### src/rtl/arm_pkg.sv
// Shared ARM execute-side definitions: opcodes, condition codes,
// flag bit positions and instruction-class fields.
package arm_pkg;

    typedef enum logic [3:0] {
        OP_AND = 4'h0,
        OP_EOR = 4'h1,
        OP_SUB = 4'h2,
        OP_RSB = 4'h3,
        OP_ADD = 4'h4,
        OP_ADC = 4'h5,
        OP_SBC = 4'h6,
        OP_RSC = 4'h7,
        OP_TST = 4'h8,
        OP_TEQ = 4'h9,
        OP_CMP = 4'hA,
        OP_CMN = 4'hB,
        OP_ORR = 4'hC,
        OP_MOV = 4'hD,
        OP_BIC = 4'hE,
        OP_MVN = 4'hF
    } dp_op_e;

    localparam logic [3:0] COND_EQ = 4'h0;
    localparam logic [3:0] COND_NE = 4'h1;
    localparam logic [3:0] COND_CS = 4'h2;
    localparam logic [3:0] COND_CC = 4'h3;
    localparam logic [3:0] COND_MI = 4'h4;
    localparam logic [3:0] COND_PL = 4'h5;
    localparam logic [3:0] COND_VS = 4'h6;
    localparam logic [3:0] COND_VC = 4'h7;
    localparam logic [3:0] COND_HI = 4'h8;
    localparam logic [3:0] COND_LS = 4'h9;
    localparam logic [3:0] COND_GE = 4'hA;
    localparam logic [3:0] COND_LT = 4'hB;
    localparam logic [3:0] COND_GT = 4'hC;
    localparam logic [3:0] COND_LE = 4'hD;
    localparam logic [3:0] COND_AL = 4'hE;

    localparam int FLAG_N = 3;
    localparam int FLAG_Z = 2;
    localparam int FLAG_C = 1;
    localparam int FLAG_V = 0;

    localparam logic [1:0] CLS_DP = 2'b00;
    localparam logic [1:0] CLS_LS = 2'b01;
    localparam logic [2:0] CLS_BR = 3'b101;

    typedef struct packed {
        logic [31:0] result;
        logic [3:0]  rd;
        logic        wr_en;
        logic        cond_pass;
    } ex_wb_t;

    function automatic logic is_test_op(input dp_op_e op);
        return op inside {OP_TST, OP_TEQ, OP_CMP, OP_CMN};
    endfunction

endpackage

### src/rtl/cond_check.sv
// ARM condition-code evaluator against committed NZCV.
// Purely combinational; 1111 never passes.
module cond_check
    import arm_pkg::*;
(
    input  logic [3:0] cond,
    input  logic [3:0] flags,
    output logic       pass
);

    logic n, z, c, v;

    assign n = flags[FLAG_N];
    assign z = flags[FLAG_Z];
    assign c = flags[FLAG_C];
    assign v = flags[FLAG_V];

    always_comb begin
        pass = 1'b0;
        unique case (cond)
            COND_EQ: pass = z;
            COND_NE: pass = !z;
            COND_CS: pass = c;
            COND_CC: pass = !c;
            COND_MI: pass = n;
            COND_PL: pass = !n;
            COND_VS: pass = v;
            COND_VC: pass = !v;
            COND_HI: pass = c && !z;
            COND_LS: pass = !c || z;
            COND_GE: pass = (n == v);
            COND_LT: pass = (n != v);
            COND_GT: pass = !z && (n == v);
            COND_LE: pass = z || (n != v);
            COND_AL: pass = 1'b1;
            default: pass = 1'b0;
        endcase
    end

endmodule

### src/rtl/alu_execute_stage.sv
// Execute stage: condition check, ALU, NZCV register and
// registered writeback bundle behind a valid/ready handshake.
module alu_execute_stage
    import arm_pkg::*;
#(
    parameter int DATA_W = 32
) (
    input  logic              clk,
    input  logic              reset_n,
    input  logic              in_valid,
    output logic              in_ready,
    input  logic [31:0]       ir,
    input  logic [DATA_W-1:0] rn,
    input  logic [DATA_W-1:0] shifter_op,
    input  logic              shifter_cout,
    output logic              out_valid,
    input  logic              out_ready,
    output logic [DATA_W-1:0] result,
    output logic [3:0]        rd,
    output logic              wr_en,
    output logic              cond_pass,
    output logic [3:0]        flags
);

    logic [3:0]        flags_q;
    ex_wb_t            wb_q;
    ex_wb_t            wb_d;
    logic              valid_q;
    logic              pass;
    logic              accept;
    dp_op_e            op;
    logic              is_dp, is_ls, is_br;
    logic              arith;
    logic              flag_upd;
    logic [DATA_W-1:0] add_a, add_b;
    logic              add_ci;
    logic [DATA_W:0]   sum;
    logic              ovf;
    logic [DATA_W-1:0] logic_res;
    logic [DATA_W-1:0] dp_res;
    logic [3:0]        flags_d;
    logic              unused_ir;

    assign unused_ir = ^{ir[19:16], ir[11:0]};

    cond_check u_cond (
        .cond  (ir[31:28]),
        .flags (flags_q),
        .pass  (pass)
    );

    assign op    = dp_op_e'(ir[24:21]);
    assign is_dp = (ir[27:26] == CLS_DP);
    assign is_ls = (ir[27:26] == CLS_LS);
    assign is_br = (ir[27:25] == CLS_BR);

    // Every arithmetic op is one adder; subtracts invert an operand
    // so C comes out as NOT borrow.
    always_comb begin
        add_a  = rn;
        add_b  = shifter_op;
        add_ci = 1'b0;
        arith  = 1'b1;
        unique case (op)
            OP_SUB, OP_CMP: begin
                add_b  = ~shifter_op;
                add_ci = 1'b1;
            end
            OP_RSB: begin
                add_a  = ~rn;
                add_ci = 1'b1;
            end
            OP_ADD, OP_CMN: add_ci = 1'b0;
            OP_ADC: add_ci = flags_q[FLAG_C];
            OP_SBC: begin
                add_b  = ~shifter_op;
                add_ci = flags_q[FLAG_C];
            end
            OP_RSC: begin
                add_a  = ~rn;
                add_ci = flags_q[FLAG_C];
            end
            default: arith = 1'b0;
        endcase
    end

    assign sum = {1'b0, add_a} + {1'b0, add_b}
               + {{DATA_W{1'b0}}, add_ci};
    assign ovf = (add_a[DATA_W-1] == add_b[DATA_W-1])
              && (sum[DATA_W-1] != add_a[DATA_W-1]);

    always_comb begin
        logic_res = '0;
        unique case (op)
            OP_AND, OP_TST: logic_res = rn & shifter_op;
            OP_EOR, OP_TEQ: logic_res = rn ^ shifter_op;
            OP_ORR:         logic_res = rn | shifter_op;
            OP_MOV:         logic_res = shifter_op;
            OP_BIC:         logic_res = rn & ~shifter_op;
            OP_MVN:         logic_res = ~shifter_op;
            default:        logic_res = '0;
        endcase
    end

    assign dp_res = arith ? sum[DATA_W-1:0] : logic_res;

    always_comb begin
        wb_d           = '0;
        wb_d.result    = shifter_op;
        wb_d.rd        = ir[15:12];
        wb_d.cond_pass = pass;
        flag_upd       = 1'b0;
        unique case (1'b1)
            is_dp: begin
                wb_d.result = dp_res;
                wb_d.wr_en  = pass && !is_test_op(op);
                flag_upd    = pass && ir[20];
            end
            is_ls: begin
                wb_d.result = ir[23] ? rn + shifter_op
                                     : rn - shifter_op;
            end
            is_br: wb_d.result = rn + shifter_op;
            default: wb_d.result = shifter_op;
        endcase
    end

    always_comb begin
        flags_d         = flags_q;
        flags_d[FLAG_N] = dp_res[DATA_W-1];
        flags_d[FLAG_Z] = (dp_res == '0);
        flags_d[FLAG_C] = arith ? sum[DATA_W] : shifter_cout;
        flags_d[FLAG_V] = arith ? ovf : flags_q[FLAG_V];
    end

    assign in_ready = !valid_q || out_ready;
    assign accept   = in_valid && in_ready;

    always_ff @(posedge clk or negedge reset_n) begin
        if (!reset_n) begin
            valid_q <= 1'b0;
            wb_q    <= '0;
            flags_q <= 4'b0000;
        end else if (accept) begin
            valid_q <= 1'b1;
            wb_q    <= wb_d;
            if (flag_upd)
                flags_q <= flags_d;
        end else if (out_ready) begin
            valid_q <= 1'b0;
        end
    end

    assign out_valid = valid_q;
    assign result    = wb_q.result;
    assign rd        = wb_q.rd;
    assign wr_en     = wb_q.wr_en;
    assign cond_pass = wb_q.cond_pass;
    assign flags     = flags_q;

endmodule

### config.mk
export PLATFORM = sky130hd
export DESIGN_NAME = alu_execute_stage
export DESIGN_NICKNAME = d
export VERILOG_FILES = /design/src/rtl/arm_pkg.sv /design/src/rtl/cond_check.sv /design/src/rtl/alu_execute_stage.sv
export SDC_FILE = /design/constraint.sdc
export NUM_CORES = 1
export LEC_CHECK = 0
export CAP_MARGIN = 20
export CORE_MARGIN = 8
export CORE_UTILIZATION = 35
export DETAILED_ROUTE_END_ITERATION = 10
export GPL_ROUTABILITY_DRIVEN = 0
export RECOVER_POWER = 100
export SLEW_MARGIN = 0
export SYNTH_ARGS = -nofsm -noshare
export SYNTH_HDL_FRONTEND = slang
export SYNTH_SLANG_ARGS = --single-unit
### constraint.sdc
create_clock -name clk -period 7.8 [get_ports clk]
set_clock_uncertainty 0.1 [all_clocks]
set_input_delay 1.95 -clock clk [delete_from_list [all_inputs] [get_ports clk]]
set_output_delay 1.95 -clock clk [all_outputs]
set_load 0.005 [all_outputs]
# Word level (Yosys, flattened, before mapping)
# Index checks and enable logic that the tools add are counted.
[classes]
reduce_logical = 30
n_mux = 14
n_eq_ne = 35
n_addsub = 4
bitwise_logic = 6
[op_table]
columns = ["op", "count"]
rows = [
  ["case mux 32 bit (6 select lines)", 1],
  ["2-to-1 mux 32 bit", 4],
  ["case mux 32 bit (3 select lines)", 1],
  ["AND 32 bit", 2],
  ["inverter 32 bit", 2],
  ["== test 4 bit (second input constant)", 15],
  ["adder 32 x 32 -> 33 bit", 1],
  ["adder 33 x 1 -> 33 bit", 1],
  ["adder 32 bit", 1],
  ["== test 4 x 3 -> 1 bit (second input constant)", 8],
  ["zero test 32 bit", 1],
  ["bitwise OR 32 bit", 1],
  ["subtractor 32 bit", 1],
  ["XOR 32 bit", 1],
  ["== test 4 x 2 -> 1 bit (second input constant)", 4],
  ["case mux 1 bit (15 select lines)", 1],
  ["OR reduction 3 bit", 3],
  ["== test 4 x 1 -> 1 bit (second input constant)", 2],
  ["zero test 4 bit", 2],
  ["OR reduction 8 bit", 1],
  ["logical AND 1 bit", 6],
  ["zero test 1 bit", 6],
  ["2-to-1 mux 1 bit", 6],
  ["OR reduction 2 bit", 3],
  ["other kinds (11)", 15],
]
[word_totals]
register_bits = 43
out_inout_bits = 44
in_bits = 101
elab_cells = 96

# Depth between registers and ports, before layout
[depth]
ltp_word = 7
mapped_depth = 21
mapped_depth_nobuf = 17

# Cells and area by module
# A second synthesis with hierarchy kept.
[hier_totals]
hier_cells = 1525
hier_area_um2 = 10709.0
[by_module_without_submodules]
columns = ["mod", "area_per_inst_um2", "cells_each", "seq_area_each_um2", "instances"]
rows = [
  ["alu_execute_stage", 10515.1, 1497, 1076.0, 1],
  ["cond_check", 193.9, 28, 0.0, 1],
]

# Worst setup path after synthesis
# No wires, ideal clock.
[synth_path]
kind = "input to register"
startpoint = "input port ir[22]"
endpoint = "register wb_q, in the netlist result[24]"
path_buffers = 4
required_time_ns = 7.563
arrival_time_ns = 6.323
cell_stages = 20
path_slack_ns = 1.240
setup_ns = 0.137
path_cell_list = "buf_1 clkbuf_1 nand2_1 or2_2 clkbuf_1 buf_1 xnor2_1 fa_1 inv_1 fa_1 nor2b_1 o31a_1 o21ai_2 o21ai_2 a31o_2 a2111oi_0 o31ai_1 a21o_1 a2111oi_0 nor3_1"
[synth_between]
elab_chain_len = 7
elab_cells_between_ends = 32
cone_classes = "add/sub (2); eq/ne (15); mux (7); reduce/logical (8)"
[synth_rtl]
columns = ["item", "line_no", "source"]
rows = [
  ["from (decl)", "alu_execute_stage.sv:12", "input logic [31:0] ir,"],
  ["== test 4 bit, or another cell as far along", "alu_execute_stage.sv:64", "unique case (op)"],
  ["OR reduction 3 bit (no line) or OR reduction 2 bit (tied branches)", "-", ""],
  ["2-to-1 mux 32 bit", "-", ""],
  ["adder 32 x 32 -> 33 bit", "alu_execute_stage.sv:87", "assign sum = {1'b0, add_a} + {1'b0, add_b}"],
  ["adder 33 x 1 -> 33 bit", "alu_execute_stage.sv:88", "+ {{DATA_W{1'b0}}, add_ci};"],
  ["2-to-1 mux 32 bit *", "alu_execute_stage.sv:105", "assign dp_res = arith ? sum[DATA_W-1:0] : logic_res;"],
  ["case mux 32 bit (3 select lines) *", "alu_execute_stage.sv:113", "unique case (1'b1)"],
  ["to (signal assigned)", "alu_execute_stage.sv:146", "wb_q <= wb_d;"],
  ["to (decl)", "alu_execute_stage.sv:26", "ex_wb_t wb_q;"],
]
# Mark *: on every way between the ends. The rest lies on a longest branch, timed or not.
# A chain may end at the register's enable or synchronous reset.

# Worst setup path in the final report
[layout_path]
startpoint = "input port ir[24]"
endpoint = "register wb_q, in the netlist result[24]"
# Same word-level chain as after synthesis.

==> insert_results.sql <==
INSERT INTO impl_metrics (metric_group, metric, value, unit) VALUES
('detailed_routing', 'via_count', '12200', ''),
('global_routing', 'grt_remaining_overflow', '0', ''),
('global_routing', 'grt_first_pass_wirelength', '65300', 'um'),
('floorplan', 'core_area', '0.0303', 'mm^2'),
('synth', 'yosysWarningCount', '0', ''),
('timing', 'whs', '360', 'ps'),
('timing', 'slew_headroom', '-0.405', ''),
('final_layout', 'finished_core_util', '0.404', ''),
('place', 'port_buffers', '128', ''),
('place', 'post_dp_cell_area', '0.0121', 'mm^2'),
('synth', 'ys.flop_type', 'sky130_fd_sc_hd__dfrtp_1', ''),
('cts', 'clkLatencyLatePin', '310', 'ps'),
('synth', 'synth-edff-count', '0', ''),
('floorplan', 'rows', '64', ''),
('final_layout', 'num-fill-cells', '3182', ''),
('final_layout', 'post_layout_net_count', '1824', ''),
('final_layout', 'antenna_cell_count', '0', ''),
('timing', 'finalCriticalPeriod', '7200', 'ps'),
('detailed_routing', 'remaining_drc_errors', '0', ''),
('cts', 'cts_buffer_depth', '2', ''),
('synth', 'synth_top_area_frac', '0.147', ''),
('floorplan', 'start_util', '0.352', ''),
('cts', 'cts_tree', 'done', ''),
('timing', 'min_period_over_period', '0.924', ''),
('critical_path', 'setup.worst_path.start_class', 'input pin', ''),
('floorplan', 'die_width', '190', 'um'),
('run', 'max_cap_viol_count', '3', ''),
('place', 'post-dp-hpwl', '33900', 'um'),
('timing', 'timing_max_transition_violations_final', '108', ''),
('timing', 'grt_setup_unrepaired', 'false', ''),
('power_and_ir_drop', 'power_frac_clock', '0.130', ''),
('global_routing', 'number_of_antenna_violations_at_the_first_check_in_global_routing', '2', ''),
('place', 'place.detailed.instances', '1982', ''),
('detailed_routing', 'routed_wirelength', '43100', 'um'),
('detailed_routing', 'detail_route.wl_per_cell', '21.7', 'um'),
('cts', 'cts_buffers', '5', ''),
('final_layout', 'layout-area-overhead-vs-synth', '14.7', '%'),
('power_and_ir_drop', 'switching_share', '0.490', ''),
('power_and_ir_drop', 'power.ir.vdd_worst', '71.5', 'uV'),
('detailed_routing', 'postRouteAntennaNets', '0', ''),
('outcome', 'failed_checks', 'max-capacitance violations, max-slew violations', ''),
('cts', 'postCtsHoldBufs', '0', ''),
('power_and_ir_drop', 'p_int', '830', 'uW'),
('outcome', 'result_of_the_run', 'finished, violations left', ''),
('floorplan', 'floorplan.die.height', '190', 'um'),
('global_routing', 'grt_max_degree', '50', ''),
('critical_path', 'r2r.worst_path.cells', '16', ''),
('power_and_ir_drop', 'combPwrFrac', '0.689', ''),
('synth', 'netlist.top_cell.by_area', 'sky130_fd_sc_hd__ha_1', ''),
('power_and_ir_drop', 'pwr-share-seq', '0.180', ''),
('worst_hold_path', 'timing.hold.worst.class', 'flop to flop', ''),
('synth', 'synth_async_sr_flop_share', '1.00', ''),
('cts', 'post_cts.repair.setup_buffers', '0', ''),
('synth', 'synthTopCellsByArea', 'sky130_fd_sc_hd__ha_1, sky130_fd_sc_hd__dfrtp_1, sky130_fd_sc_hd__xnor2_1, sky130_fd_sc_hd__a21oi_1, sky130_fd_sc_hd__nand2_1', ''),
('synth', 'synth_cell_type_count', '81', ''),
('cts', 'clkSlewWorstSetupHoldPaths', '70', 'ps'),
('critical_path', 'arrival', '7270', 'ps'),
('global_routing', 'globalRouteTotalUtil', '0.227', ''),
('detailed_routing', 'detail_route.vias_per_cell', '6.13', ''),
('critical_path', 'worst_ep_required_time', '7860', 'ps'),
('synth', 'postSynthNetCount', '1786', ''),
('detailed_routing', 'drt_iter0_markers', '1325', ''),
('critical_path', 'cp-end-kind', 'flop', ''),
('timing', 'timing.fmax', '139', 'MHz'),
('cts', 'clk_root_buffer_cell', 'sky130_fd_sc_hd__clkbuf_16', ''),
('synth', 'yosys_register_bits', '43', ''),
('final_layout', 'post_layout_nonfiller_instances', '1991', ''),
('cts', 'post_cts_resize_count', '0', ''),
('detailed_routing', 'drt_pre_antenna_iters', '7', ''),
('power_and_ir_drop', 'power_switching', '798', 'uW'),
('synth', 'postSynthCellCount', '1556', '');
[registers in the layout, summed over array words and instances (netlist names)]
signal and flops:
cond_pass 1, flags 4, out_valid 1, rd 4
result 32, wr_en 1
[logic make-up (layout without fill, tap and decap cells)]
group / Yosys count / after routing / synth area share
flip-flops: 43 / 43 / 0.101
AO/OA/AOI/OAI: 559 / 559 / 0.350
multiplexers: 11 / 11 / 0.0108
AND/OR/NAND/NOR: 471 / 471 / 0.204
XOR/XNOR: 119 / 119 / 0.0978
adder cells (fa/ha/maj): 129 / 129 / 0.154
buffers and inverters: 224 / 263 / 0.0822
[Yosys cell counts (all sizes together) (5+ instances only)]
cell and n:
o41ai 5, nand2 167, a31oi 18, clkbuf 83, ha 125, o211ai 14, o21a 8, o31ai 15
nor2 130, or3 14, or2 5, a211o 6, dfrtp 43, nor4 11, a21oi 150, xnor2 100
a221oi 29, and3 8, a211oi 11, nor3 34, a2111oi 6, xor2 19, or4 5, a221o 16
buf 34, a311oi 6, nand4 13, nor2b 12, o221ai 27, nor3b 8, inv 107, a22oi 7
o21bai 21, nand2b 14, nand3 30, mux2i 7, o22ai 20, and2 8, a21o 29, o21ai 130
[critical path, cell delays in order]
cell and delay [ps]:
sky130_fd_sc_hd__dlygate4sd3_1 870, sky130_fd_sc_hd__nand2_1 140, sky130_fd_sc_hd__nand2_1 520, sky130_fd_sc_hd__xnor2_1 170, sky130_fd_sc_hd__fa_1 440, sky130_fd_sc_hd__inv_1 100
sky130_fd_sc_hd__fa_1 210, sky130_fd_sc_hd__nor2b_1 70, sky130_fd_sc_hd__o31a_1 350, sky130_fd_sc_hd__o21ai_2 240, sky130_fd_sc_hd__o21ai_2 150, sky130_fd_sc_hd__a31o_2 280
sky130_fd_sc_hd__a2111oi_0 640, sky130_fd_sc_hd__o31ai_1 310, sky130_fd_sc_hd__a21o_1 250, sky130_fd_sc_hd__a2111oi_0 430, sky130_fd_sc_hd__nor3_1 120
[through the flow]
step | total power [mW] | setup slack, ps
detailed placement | 1.41 | 811
CTS | 1.63 | 1100
global route | 1.75 | 387
global placement | 1.39 | 957
floorplan | 1.00 | 1240
finish | 1.63 | 597
[cell usage in the layout, fill, tap and decap left out, types with 7 or more instances in the layout]
cell type                           n
sky130_fd_sc_hd__nor2b_1           11
sky130_fd_sc_hd__a221oi_1          27
sky130_fd_sc_hd__xnor2_1          100
sky130_fd_sc_hd__a21oi_1          147
sky130_fd_sc_hd__o21bai_1          21
sky130_fd_sc_hd__inv_1            107
sky130_fd_sc_hd__o22ai_1           19
sky130_fd_sc_hd__clkdlybuf4s50_1   78
sky130_fd_sc_hd__ha_1             125
sky130_fd_sc_hd__nand3_1           30
sky130_fd_sc_hd__nor4_1            11
sky130_fd_sc_hd__nand2b_1          14
sky130_fd_sc_hd__a21o_1            29
sky130_fd_sc_hd__o31ai_1           15
sky130_fd_sc_hd__o21ai_0          120
sky130_fd_sc_hd__dlygate4sd3_1     47
sky130_fd_sc_hd__a22oi_1            7
sky130_fd_sc_hd__or3_1             14
sky130_fd_sc_hd__o211ai_1          14
sky130_fd_sc_hd__buf_4             16
sky130_fd_sc_hd__nor3_1            33
sky130_fd_sc_hd__mux2i_1            7
sky130_fd_sc_hd__dfrtp_1           43
sky130_fd_sc_hd__xor2_1            19
sky130_fd_sc_hd__nor2_1           130
sky130_fd_sc_hd__o21ai_1            7
sky130_fd_sc_hd__o21a_1             8
sky130_fd_sc_hd__a221o_1           16
sky130_fd_sc_hd__and3_1             8
sky130_fd_sc_hd__o221ai_1          26
sky130_fd_sc_hd__a211oi_1          11
sky130_fd_sc_hd__a31oi_1           18
sky130_fd_sc_hd__nand2_1          166
sky130_fd_sc_hd__nand4_1           13
sky130_fd_sc_hd__nor3b_1            8
[path summary, 6_finish.rpt]
check	end	slack, ps	start
max in group asynchronous	result[17]$_DFFE_PN0P_	4000	reset_n
min	wr_en$_DFFE_PN0P_	360	wr_en$_DFFE_PN0P_
max	result[24]$_DFFE_PN0P_	600	ir[24]
min in group asynchronous	result[29]$_DFFE_PN0P_	1610	reset_n
max reg2reg	result[24]$_DFFE_PN0P_	2980	flags[1]$_DFFE_PN0P_
min reg2reg	wr_en$_DFFE_PN0P_	360	wr_en$_DFFE_PN0P_
[power groups by stage]
stage / clock network, mW / logic (mW) / registers, mW
after CTS: 0.220 / 1.11 / 0.297
final: 0.212 / 1.12 / 0.293
after global routing: 0.229 / 1.22 / 0.301
after global placement: 0 / 1.09 / 0.300
after floorplan: 0 / 0.704 / 0.299
after detailed placement: 0 / 1.11 / 0.301
[metal layers]
metal  GRT usage  wire length (um)
met5           0                25
met4      0.0776              1400
met3      0.0390              4720
met2       0.323             17700
met1       0.335             19300
[area by class of cell]
type / count / area (um^2) / share of cell area
clock inverters: 2 / 12.5 / 0.00102
repair buffers: 148 / 1400 / 0.115
clock buffers: 6 / 129 / 0.0105
inverters: 107 / 402 / 0.0329
well taps: 396 / 495 / 0.0405
flip-flops and latches: 43 / 1080 / 0.0880
multi-input cells: 1289 / 8710 / 0.712
Power figures use the tool's default switching activity.
